### src/rtl/butterfly1_8_reg.sv
// 8-lane two-stage butterfly (forward / inverse pairing / bypass) with per-block mode capture.
// Define BUTTERFLY1_8_SAT_EN to clamp 17-bit results to 16 bits instead of wrapping.

module butterfly1_8_lane (
  input  logic signed [16:0] x_i,
  output logic signed [15:0] y_o
);
`ifdef BUTTERFLY1_8_SAT_EN
  always_comb begin
    if (x_i > 17'sh07fff)      y_o = 16'sh7fff;
    else if (x_i < 17'sh18000) y_o = 16'sh8000;
    else                       y_o = 16'(x_i);
  end
`else
  assign y_o = 16'(x_i);
`endif
endmodule

module butterfly1_8_reg (
  input  logic               clk,
  input  logic               rst,
  input  logic               valid_i,
  input  logic               enable,
  input  logic               inverse,
  input  logic signed [15:0] i_0,
  input  logic signed [15:0] i_1,
  input  logic signed [15:0] i_2,
  input  logic signed [15:0] i_3,
  input  logic signed [15:0] i_4,
  input  logic signed [15:0] i_5,
  input  logic signed [15:0] i_6,
  input  logic signed [15:0] i_7,
  output logic               valid_o,
  output logic               block_done_o,
  output logic signed [15:0] o_0,
  output logic signed [15:0] o_1,
  output logic signed [15:0] o_2,
  output logic signed [15:0] o_3,
  output logic signed [15:0] o_4,
  output logic signed [15:0] o_5,
  output logic signed [15:0] o_6,
  output logic signed [15:0] o_7
);
  localparam int NUM_LANES = 8;
  localparam int HALF      = NUM_LANES / 2;
  localparam int STAGES    = 2;

  logic [NUM_LANES-1:0][15:0] in_w;
  logic [NUM_LANES-1:0][16:0] s1_d, s1_q;
  logic [NUM_LANES-1:0][15:0] red_w, o_q;
  logic [STAGES:1]            vld_pipe_q, done_pipe_q;
  logic [2:0]                 cnt_q, cnt_d;
  logic                       mode_en_q, mode_inv_q;
  logic                       eff_en, eff_inv;

  assign in_w = {i_7, i_6, i_5, i_4, i_3, i_2, i_1, i_0};

  function automatic logic signed [16:0] sx(input logic [15:0] x);
    return {x[15], x};
  endfunction

  // Row 0 uses the live mode inputs; later rows of the block use the captured copy.
  always_comb begin
    eff_en  = (cnt_q == 3'd0) ? enable  : mode_en_q;
    eff_inv = (cnt_q == 3'd0) ? inverse : mode_inv_q;
    cnt_d   = cnt_q + 3'd1;
    s1_d    = '0;
    for (int k = 0; k < HALF; k++) begin
      if (!eff_en) begin
        s1_d[k]      = sx(in_w[k]);
        s1_d[k+HALF] = sx(in_w[k+HALF]);
      end else if (eff_inv) begin
        s1_d[k]      = sx(in_w[k]) + sx(in_w[k+HALF]);
        s1_d[k+HALF] = sx(in_w[k]) - sx(in_w[k+HALF]);
      end else begin
        s1_d[k]             = sx(in_w[k]) + sx(in_w[NUM_LANES-1-k]);
        s1_d[NUM_LANES-1-k] = sx(in_w[k]) - sx(in_w[NUM_LANES-1-k]);
      end
    end
  end

  always_ff @(posedge clk) begin
    if (rst) begin
      cnt_q       <= '0;
      mode_en_q   <= 1'b0;
      mode_inv_q  <= 1'b0;
      vld_pipe_q  <= '0;
      done_pipe_q <= '0;
      s1_q        <= '0;
      o_q         <= '0;
    end else begin
      vld_pipe_q  <= {vld_pipe_q[STAGES-1:1], valid_i};
      done_pipe_q <= {done_pipe_q[STAGES-1:1], valid_i && (cnt_q == 3'd7)};
      if (valid_i) begin
        cnt_q <= cnt_d;
        s1_q  <= s1_d;
        if (cnt_q == 3'd0) begin
          mode_en_q  <= enable;
          mode_inv_q <= inverse;
        end
      end
      if (vld_pipe_q[1]) o_q <= red_w;
    end
  end

  for (genvar g = 0; g < NUM_LANES; g++) begin : g_lane
    butterfly1_8_lane u_lane (.x_i(s1_q[g]), .y_o(red_w[g]));
  end

  assign valid_o      = vld_pipe_q[STAGES];
  assign block_done_o = done_pipe_q[STAGES];
  assign o_0 = o_q[0];
  assign o_1 = o_q[1];
  assign o_2 = o_q[2];
  assign o_3 = o_q[3];
  assign o_4 = o_q[4];
  assign o_5 = o_q[5];
  assign o_6 = o_q[6];
  assign o_7 = o_q[7];
endmodule

### config.mk
export PLATFORM = sky130hd
export DESIGN_NAME = butterfly1_8_reg
export DESIGN_NICKNAME = d
export VERILOG_FILES = /design/src/rtl/butterfly1_8_reg.sv
export SDC_FILE = /design/constraint.sdc
export NUM_CORES = 1
export LEC_CHECK = 0
export ABC_AREA = 1
export BUFFER_PORTS_ARGS = -buffer_cell sky130_fd_sc_hd__buf_2
export CAP_MARGIN = 40
export CORE_MARGIN = 2
export CORE_UTILIZATION = 60
export CTS_CLUSTER_SIZE = 14
export DETAILED_ROUTE_END_ITERATION = 8
export PLACE_DENSITY = 0.83
export SLEW_MARGIN = 5
export SYNTH_ARGS = -nofsm -noshare
export SYNTH_HDL_FRONTEND = slang
export SYNTH_SLANG_ARGS = --single-unit
### constraint.sdc
create_clock -name clk -period 3.5 [get_ports clk]
set_input_delay 0.175 -clock clk [delete_from_list [all_inputs] [get_ports clk]]
set_output_delay 0.175 -clock clk [all_outputs]
set_load 0.1 [all_outputs]
# Yosys cells after proc, flatten, opt, wreduce, memory -nomap -nowiden
# Cells that the tools add are included.
# word_totals
reg_bits	265
in_bits	133
output_inout_bits	130
wordCells	61
# op_classes
reduce_logical	2
eq_ne	1
mux	20
addsub	17
# op_table
operator	n
$mux 16	18
$add 16x16->16	8
$sub 16x16->16	8
$add 3x1->3 const B	1
$eq 3x3->1 const B	1
$logic_not 3->1	1
$mux 1	2
$logic_and 1x1->1	1

# Longest topological paths before layout
# Gate-level depths: netlist (run 1).
# depth
ltp_word	5
depth_mapped	26

# By module
# Synthesis (run 1) repeated with hierarchy kept, for this count alone.
# hier_totals
cells_unflattened	3448
hier_area_um2	21485.6
# by_module_without_submodules
mod	seq_area_each_um2	area_per_inst_um2	cells_each	instances
butterfly1_8_reg	5465.2	20524.7	3320	1
butterfly1_8_lane	0.0	120.1	16	8

# Worst setup path before layout (run 1)
# Ideal clock, no wire load.
# synth_timing
kind	reg2reg
from	register cnt_q[0]
to	register s1_q[133] (netlist bit)
t_required_ns	3.368
setup_slack_ns	0.447
path_stages_with_launch	22
synth_period_minus_slack_ns	3.053
arrival_time_ns	2.921
setup_ns	0.132
path_cell_list	dfxtp_1 > inv_1 > ha_1 > nand2_2 > nand2_1 > o21ai_2 > buf_2 > buf_2 > clkbuf_1 > o21ai_0 > ha_1 > fa_1 > inv_1 > nand3_1 > nand2_1 > nand2_1 > nand2_1 > nand3b_1 > nand3_1 > nand3_1 > nand2_1 > a21oi_1
# synth_via
elab_chain_cells	4
word_cells_on_any_way	5
# synth_lines
item	line_no	rtl
start, declared	52	logic [2:0] cnt_q, cnt_d;
start signal, assigned	95	cnt_q <= cnt_d;
$logic_not 3->1 *	64, 65	
$mux 1	--	
$mux 16	72	end else if (eff_inv) begin
$mux 16 *	69	if (!eff_en) begin
end signal, assigned	89	s1_q <= '0;
end signal, assigned	96	s1_q <= s1_d;
end, declared	49	logic [NUM_LANES-1:0][16:0] s1_d, s1_q;
# Every way passes the cells marked *; elsewhere a longest branch is shown, timed or not.
# A chain may end at the register's enable or synchronous reset.

# Worst setup path in the final report (run 1)
# layout_timing
from	register cnt_q[0]
to	register s1_q[25] (netlist bit)
# The elaborated chain is that of the path after synthesis.

==> impl_metrics.yaml, run 1 <==
timing:
  fin_hold_ws_ps: 21.7
  min_period_ps: 3360
  timing.final.hold_violations: 0
  final.period_utilization_pct: 96.0
  post_route_skew_ps: 21.5
  max_freq_mhz: 298
  finalSetupViolCount: 0
  worst_slack_ps: 142
  final.setup.tns_ps: 0
  maxSlewHeadroom_pct: 48.9
  finalMaxSlewViolations: 0
  worst_slew_pin_slew_ps: 766
  grt_setup_unrepaired: "no"
setup_path:
  worstSetupEndpointType: "flop"
  timing.critical_path.slowest_cell_delay_ps: 470
  critical_path.cell_chain: "inv_1 > ha_1 > nand2_2 > nand2_1 > o21ai_4 > buf_12 > o21ai_0 > ha_1 > fa_1 > nand3_1 > nand2_1 > nand2_1 > nand2_1 > xor2_1 > o21ai_0 > a21oi_1"
  reg2reg_depth: 16
  timing_worst_setup_path_type: "reg -> reg"
  crit_path_start_kind: "flop"
  cell_with_the_largest_stage_delay_on_the_worst_path: "fa_1"
  worst_path_most_repeated_cell: "nand2_1"
  cp_data_required_time_ps: 3930
  worst_path_max_fanout: 56
  crit_arrival_ps: 3790
yosys:
  synth_seq_cells: 265
  mapped_nets: 3528
  post_synth_num_cell_types: 41
  avgSynthCellArea_um2: 6.15
  synthCells: 3224
  synth_top_flop_cell: "dfxtp_1"
  asyncSetResetFlopFracSynth_pct: 0
  synth_enable_flop_cells: 0
  synth_warn: 0
  synth.yosys.seq_area_share_pct: 26.7
  synthesis.area_um2: 19800
clock_tree:
  clk_pin_slew_ps: 70
  numClockSinks: 265
  worst_skew_late_latency_ps: 580
  cts-buffers-inserted: 28
  cts.root.buffer_cell: "clkbuf_16"
  htreeDepth: 1
  clockBufferDepth: 3
  cts_tree: "done"
power_and_ir_drop:
  p_per_area_nw_per_um2: 501
  worst_ir_drop_vdd_mv: 0.502
  power.static_leakage_nw: 11.9
drt:
  detail_route.first_pass.iterations: 8
  routed_wire_length_per_instance_um: 19.6
  antenna_left: 0
  detail_route.iter0.violations: 2227
  via_per_inst: 5.96
  drc: 0
  totalWireLength_mm: 76.3
  via_count: 23200
layout:
  multi_input_comb_area_um2: 12700
  layout.nets: 3738
  area_added_between_synthesis_and_finish_pct: 14.2
  postLayoutCoreUtil_pct: 69.7
  seq_area_um2: 5310
  layout.cell_area.non_filler_um2: 22700
  post_route_cells_drive_above_1_share_pct: 10.5
  num-fill-cells: 2919
global_route:
  grt_first_pass_wirelength_mm: 114
  initial_antenna_violation_count: 3
  first_global_vias: 21600
  grtUsageTotal_pct: 42.6
  grt_start_max_net_pins: 141
  grt-ovfl-total: 0
floorplan:
  dieHeight_um: 186
  initial_utilization_pct: 61.0
  design.core.area_um2: 32500
  i_o_pins: 263
  rows: 66
  die_width_um: 186
  die_area_um2: 34500
status:
  run_status: "complete, no violations"
run:
  count_of_maximum_capacitance_violations: 0
worst_hold_path:
  number_of_cells_traversed_by_the_worst_hold_path: 5
  worst_hold_path_type: "in -> reg"
place:
  pre_cts_ws_ps: 196
  port_buf_inserts: 262
  routabilityCongestion: 1.06
  detailed_place.area_um2: 21600
  hpwl_mm: 57.6
## logic make-up after synthesis
| kind of cell | count (synthesis) | share of synthesized area (%) |
|---|---|---|
| XOR/XNOR | 34 | 1.50 |
| flip-flops | 265 | 26.7 |
| AO/OA/AOI/OAI | 734 | 19.7 |
| AND/OR/NAND/NOR | 1544 | 31.6 |
| adder cells (fa/ha/maj) | 171 | 11.2 |
| buffers and inverters | 476 | 9.31 |
## layout by cell type, fill, tap and decap left out, types with 5 or more instances in the layout
cell           netlist  layout
a21o_1              16      16
a21oi_1            306     306
a31oi_1             19      19
buf_12               0       7
buf_2               30     260
buf_4                2      23
clkbuf_1            90       6
clkbuf_16            0      29
clkinv_2             0       9
dfxtp_1            265     264
diode_2              0       5
dlygate4sd3_1        0      19
fa_1                10      10
ha_1               161     161
inv_1              337     336
inv_2                6       5
nand2_1            830     829
nand3_1            267     267
nand3b_1             6       6
nand4_1             18      18
nor2_1             386     386
nor3_1              15      15
o211ai_1            14      14
o21a_1              17      17
o21ai_0            321     321
o21ai_1             11      11
o21bai_1             9       9
o221ai_1             8       8
o22ai_1              9       9
or2_2                8       8
xnor2_1             16      16
xor2_1              18      18
## metrics by stage
stage                     power, mW  instances
after CTS                      11.3       3896
after global routing           11.9       3898
after global placement         8.13       3824
after detailed placement       8.24       3827
final                          11.4       3901
after floorplan                6.95       3224
## flip-flops by register name, summed over array words and instances, names as in the netlist
name / count
cnt_q: 3
done_pipe_q: 2
mode_en_q: 1
mode_inv_q: 1
o_0: 16
o_1: 16
o_2: 16
o_3: 16
o_4: 16
o_5: 16
o_6: 16
o_7: 16
s1_q: 128
vld_pipe_q: 2
## power by group
part / leakage, nW / internal (mW) / switching (mW) / total [mW]
Combinational: 9.24 / 1.42 / 3.48 / 4.90
Clock: 0.452 / 1.72 / 1.28 / 3.00
Sequential: 2.19 / 3.30 / 0.159 / 3.46
## cells in the mapped netlist, types with 2 or more instances
cell | number | area share (%)
or2_2 | 8 | 0.25
or2_1 | 2 | 0.063
nand3_1 | 267 | 6.7
o21ai_0 | 321 | 8.1
o21ai_1 | 11 | 0.28
o21a_1 | 17 | 0.64
o22ai_1 | 9 | 0.28
buf_2 | 30 | 0.76
nand2_2 | 2 | 0.063
xor2_1 | 18 | 0.79
o21bai_1 | 9 | 0.34
ha_1 | 161 | 10
inv_1 | 337 | 6.4
a21oi_1 | 306 | 7.7
o221ai_1 | 8 | 0.35
and2_1 | 4 | 0.13
inv_2 | 6 | 0.11
a21o_1 | 16 | 0.61
nand3b_1 | 6 | 0.23
buf_1 | 8 | 0.15
and3_1 | 2 | 0.063
buf_4 | 2 | 0.076
xnor2_1 | 16 | 0.71
nand2_1 | 830 | 16
fa_1 | 10 | 1.0
clkbuf_1 | 90 | 1.7
a31oi_1 | 19 | 0.60
nor2_2 | 2 | 0.063
nor3_1 | 15 | 0.38
nor2_1 | 386 | 7.3
buf_6 | 2 | 0.11
o211ai_1 | 14 | 0.53
dfxtp_1 | 265 | 27
nand4_1 | 18 | 0.57
## cell type report
cell class	instances	share of cell area (%)
diodes	5	0.0552
clock buffers	38	3.48
clock inverters	12	0.524
inverters	344	5.73
multi-input cells	2483	56.0
flip-flops and latches	265	23.4
well taps	442	2.44
repair buffers	312	8.33
## final timing paths
path | from | end | slack, ps
setup / recovery | cnt_q[0]$_SDFFE_PP0P_ | s1_q[25]$_SDFFE_PP0P_ | 140
hold / removal | i_0[14] | s1_q[14]$_SDFFE_PP0P_ | 20
setup reg to reg | cnt_q[0]$_SDFFE_PP0P_ | s1_q[25]$_SDFFE_PP0P_ | 140
hold reg to reg | done_pipe_q[1]$_SDFF_PP0_ | done_pipe_q[2]$_SDFF_PP0_ | 450
## repair_timing
action	CTS	global route
endpoints found under the hold margin	20	0
gates resized for setup	0	0
hold buffers	19	0
setup buffers	0	0
## layer usage
layer	share of wire [%]	GRT usage [%]	vias up
met4	9.0	32.9	0
met3	9.2	7.63	368
li1	-	-	11000
met1	37	48.0	10500
met5	0	0	-
met2	45	71.3	1338
## critical path, delay by kind of cell, from the launching register on
family,cells,cell delay [ps]
buffers and inverters,2,350
adder cells (fa/ha/maj),3,920
XOR/XNOR,1,150
flip-flops,1,340
AO/OA/AOI/OAI,4,800
AND/OR/NAND/NOR,6,630
Note: power is estimated with default switching activity, not from simulation.
==> run 2: changes to the inputs <==
--- a/config.mk
+++ b/config.mk
@@ -5,14 +5,14 @@
 export SDC_FILE = /design/constraint.sdc
 export NUM_CORES = 1
 export LEC_CHECK = 0
-export ABC_AREA = 1
+export ABC_AREA = 0
 export BUFFER_PORTS_ARGS = -buffer_cell sky130_fd_sc_hd__buf_2
 export CAP_MARGIN = 40
 export CORE_MARGIN = 2
-export CORE_UTILIZATION = 60
+export CORE_UTILIZATION = 59
 export CTS_CLUSTER_SIZE = 14
 export DETAILED_ROUTE_END_ITERATION = 8
-export PLACE_DENSITY = 0.83
+export PLACE_DENSITY = 0.82
 export SLEW_MARGIN = 5
 export SYNTH_ARGS = -nofsm -noshare
 export SYNTH_HDL_FRONTEND = slang
==> run 2 against run 1 <==
- the flow now finishes with violations (negative setup slack)
- largest cell class unchanged
- non-clock buffer count grew 231
- sequential power fell by 1%
- utilization grew 9.3 points
- power increased by 3.7%
- global-route usage decreased by 3.1 points
- clock skew fell by 8.0 ps
- die area is 4.4% lower
- combinational power increased by 8.8%
==> impl_metrics.yaml, run 2 <==
status:
  run_status: "finished, violations left"
  violations: "negative setup slack"
setup_path:
  crit_path_start_kind: "flop"
  worst_path_most_repeated_cell: "buf_4"
  timing_worst_setup_path_type: "reg -> reg"
  cp_data_required_time_ps: 3970
  worst_path_max_fanout: 7
  worstSetupEndpointType: "flop"
  cell_with_the_largest_stage_delay_on_the_worst_path: "mux2i_4"
  critical_path.top_delay_family: "compound AO/OA/AOI/OAI gates"
  crit_arrival_ps: 4240
  critical_path.cell_chain: "inv_2 > ha_4 > nor2b_4 > mux2i_4 > buf_6 > buf_12 > o21ai_4 > buf_4 > fa_2 > a21o_1 > a21oi_2 > o211ai_1 > buf_4 > a41oi_4 > o21ai_1 > a31oi_1 > xor2_1 > a211oi_1"
  critPathBufInv: 5
  timing.critical_path.slowest_cell_delay_ps: 350
layout:
  layout.cells.most_common_list: "331 x nor2_1, 311 x nand2_1, 262 x dfxtp_1"
  largest_register_ffs: 128
  layout.cell_area.non_filler_um2: 24700
  top_register: "s1_q"
  final-instance-count-excl-fill: 3268
  area_added_between_synthesis_and_finish_pct: 32.7
  layout.nets: 3151
  antenna-diode-count: 0
  post_route_cells_drive_above_1_share_pct: 26.2
  postLayoutCoreUtil_pct: 78.9
  mostFrequentLayoutCell: "nor2_1"
timing:
  worst_slack_ps: -270
  max_freq_mhz: 265
  timing.final.hold_violations: 0
  fin_hold_ws_ps: 12.3
  worst_slew_pin_slew_ps: 1070
  finalSetupViolCount: 34
  grt_setup_unrepaired: "yes"
  min_period_ps: 3770
  finalMaxSlewViolations: 0
  maxSlewHeadroom_pct: 28.4
  post_route_skew_ps: 13.6
  final.period_utilization_pct: 108
  final.setup.tns_ps: -3900
clock_tree:
  clk_pin_slew_ps: 60
  worst_skew_late_latency_ps: 570
  cts.root.buffer_cell: "clkbuf_16"
  numClockSinks: 265
  clockBufferDepth: 3
  cts_tree: "done"
  cts-buffers-inserted: 29
  htreeDepth: 1
yosys:
  synth.yosys.seq_area_share_pct: 28.5
  avgSynthCellArea_um2: 7.76
  synthCells: 2399
  synth_top_area_cell: "dfxtp_1"
  synth_largest_type_area_fraction_pct: 28.5
  post_synth_num_cell_types: 74
  leading_cell_types_by_count_after_synthesis: "344 x nand2_1, 334 x nor2_1, 265 x dfxtp_1"
  synthesis.area_um2: 18600
  synth_seq_cells: 265
  yosys-top-cells-area: "dfxtp_1 28%, ha_1 11%, mux2i_1 8.7%, nand2_1 6.9%, nor2_1 6.7%"
  synth_enable_flop_cells: 0
  mapped_nets: 2703
  yosysMostFrequentCell: "nand2_1"
  asyncSetResetFlopFracSynth_pct: 0
  synth_warn: 0
  synth_top_flop_cell: "dfxtp_1"
floorplan:
  i_o_pins: 263
  dieHeight_um: 182
  die_width_um: 182
  design.core.area_um2: 31300
  rows: 65
  die_area_um2: 33000
  initial_utilization_pct: 59.5
global_route:
  grt_first_pass_wirelength_mm: 104
  grt_start_max_net_pins: 217
  grtUsageTotal_pct: 39.4
  initial_antenna_violation_count: 0
  first_global_vias: 19600
  grt-ovfl-total: 0
power_and_ir_drop:
  worst_ir_drop_vdd_mv: 0.440
  power.static_leakage_nw: 11.5
  p_per_area_nw_per_um2: 477
place:
  routabilityCongestion: 1.06
  detailed_place.area_um2: 21300
  place.detailed.instances: 3091
  port_buf_inserts: 262
  hpwl_mm: 48.5
drt:
  detail_route.first_pass.iterations: 6
  detail_route.iter0.violations: 1878
  drc: 0
  via_count: 20400
  routed_wire_length_per_instance_um: 21.7
  antenna_left: 0
  via_per_inst: 6.23
  totalWireLength_mm: 70.9
worst_hold_path:
  worst_hold_path_type: "in -> reg"
run:
  count_of_maximum_capacitance_violations: 0
-- run 2: cell types whose count changed after synthesis, sizes merged, moves of 25 or more --
cell,delta
a21oi,-193
nand3,-228
nor3,+25
xnor2,+45
a311oi,+52
mux2i,+162
a211oi,+45
nor2,-54
nand2,-488
inv,-253
o21ai,-166
a21o,+40
-- run 2: cell type report --
type	count	area (µm²)
clock buffers	41	821
clock inverters	9	87.6
fillers	2140	6600
inverters	90	340
multi-input cells	1918	13700
flip-flops and latches	265	5310
well taps	402	503
repair buffers	543	3960
-- run 2: worst paths after layout --
path | from | to | slack, ps | depth (start not counted)
hold reg to reg | done_pipe_q[1]$_SDFF_PP0_ | done_pipe_q[2]$_SDFF_PP0_ | 460 | 1
setup / recovery | cnt_q[0]$_SDFFE_PP0P_ | s1_q[14]$_SDFFE_PP0P_ | -270 | 18
setup reg to reg | cnt_q[0]$_SDFFE_PP0P_ | s1_q[14]$_SDFFE_PP0P_ | -270 | 18
hold / removal | i_1[1] | s1_q[18]$_SDFFE_PP0P_ | 10 | 3
-- run 2: report_power, final --
part / internal, mW / switching [mW] / total [mW] / leakage (nW)
registers: 3.24 / 0.171 / 3.41 / 2.18
logic: 2.23 / 3.11 / 5.33 / 8.83
clock network: 1.70 / 1.33 / 3.03 / 0.444
-- run 2: through the flow --
stage / setup WS, ps / power, mW
floorplan: -192 / 6.41
CTS: -193 / 11.1
global placement: -110 / 7.67
detailed placement: -218 / 7.75
finish: -270 / 11.8
global route: -396 / 12.2
-- run 2: logic make-up (layout without fill, tap and decap cells) --
| kind of cell | Yosys count | in the layout | synth area share (%) |
|---|---|---|---|
| multiplexers | 168 | 169 | 9.13 |
| XOR/XNOR | 100 | 100 | 4.70 |
| adder cells (fa/ha/maj) | 171 | 171 | 11.9 |
| buffers and inverters | 217 | 683 | 4.39 |
| AO/OA/AOI/OAI | 607 | 607 | 21.5 |
| AND/OR/NAND/NOR | 871 | 871 | 19.9 |
| flip-flops | 265 | 265 | 28.5 |
-- run 2: worst min-delay path: cells and delay by family --
kind / cells / cell delay [ps]
buffers and inverters: 1 / 180
AND/OR/NAND/NOR: 1 / 90
AO/OA/AOI/OAI: 1 / 90
-- run 2: timing repair --
item                                   in CTS  in global routing
pin swaps                                  70                158
setup endpoints to repair                  33                 57
endpoints found under the hold margin      54                  0
hold buffers                               54                  0
resized for setup                         109                203
setup buffers                              38                 37
gates cloned                                4                  5
-- run 2: routing by layer --
layer / track usage (%) / vias to the layer above / wire [µm]
met2: 67.4 / 1059 / 33700
met5: 0 / - / 0
met1: 45.9 / 9621 / 26700
li1: - / 9413 / -
met4: 26.5 / 0 / 4870
met3: 5.70 / 273 / 5620
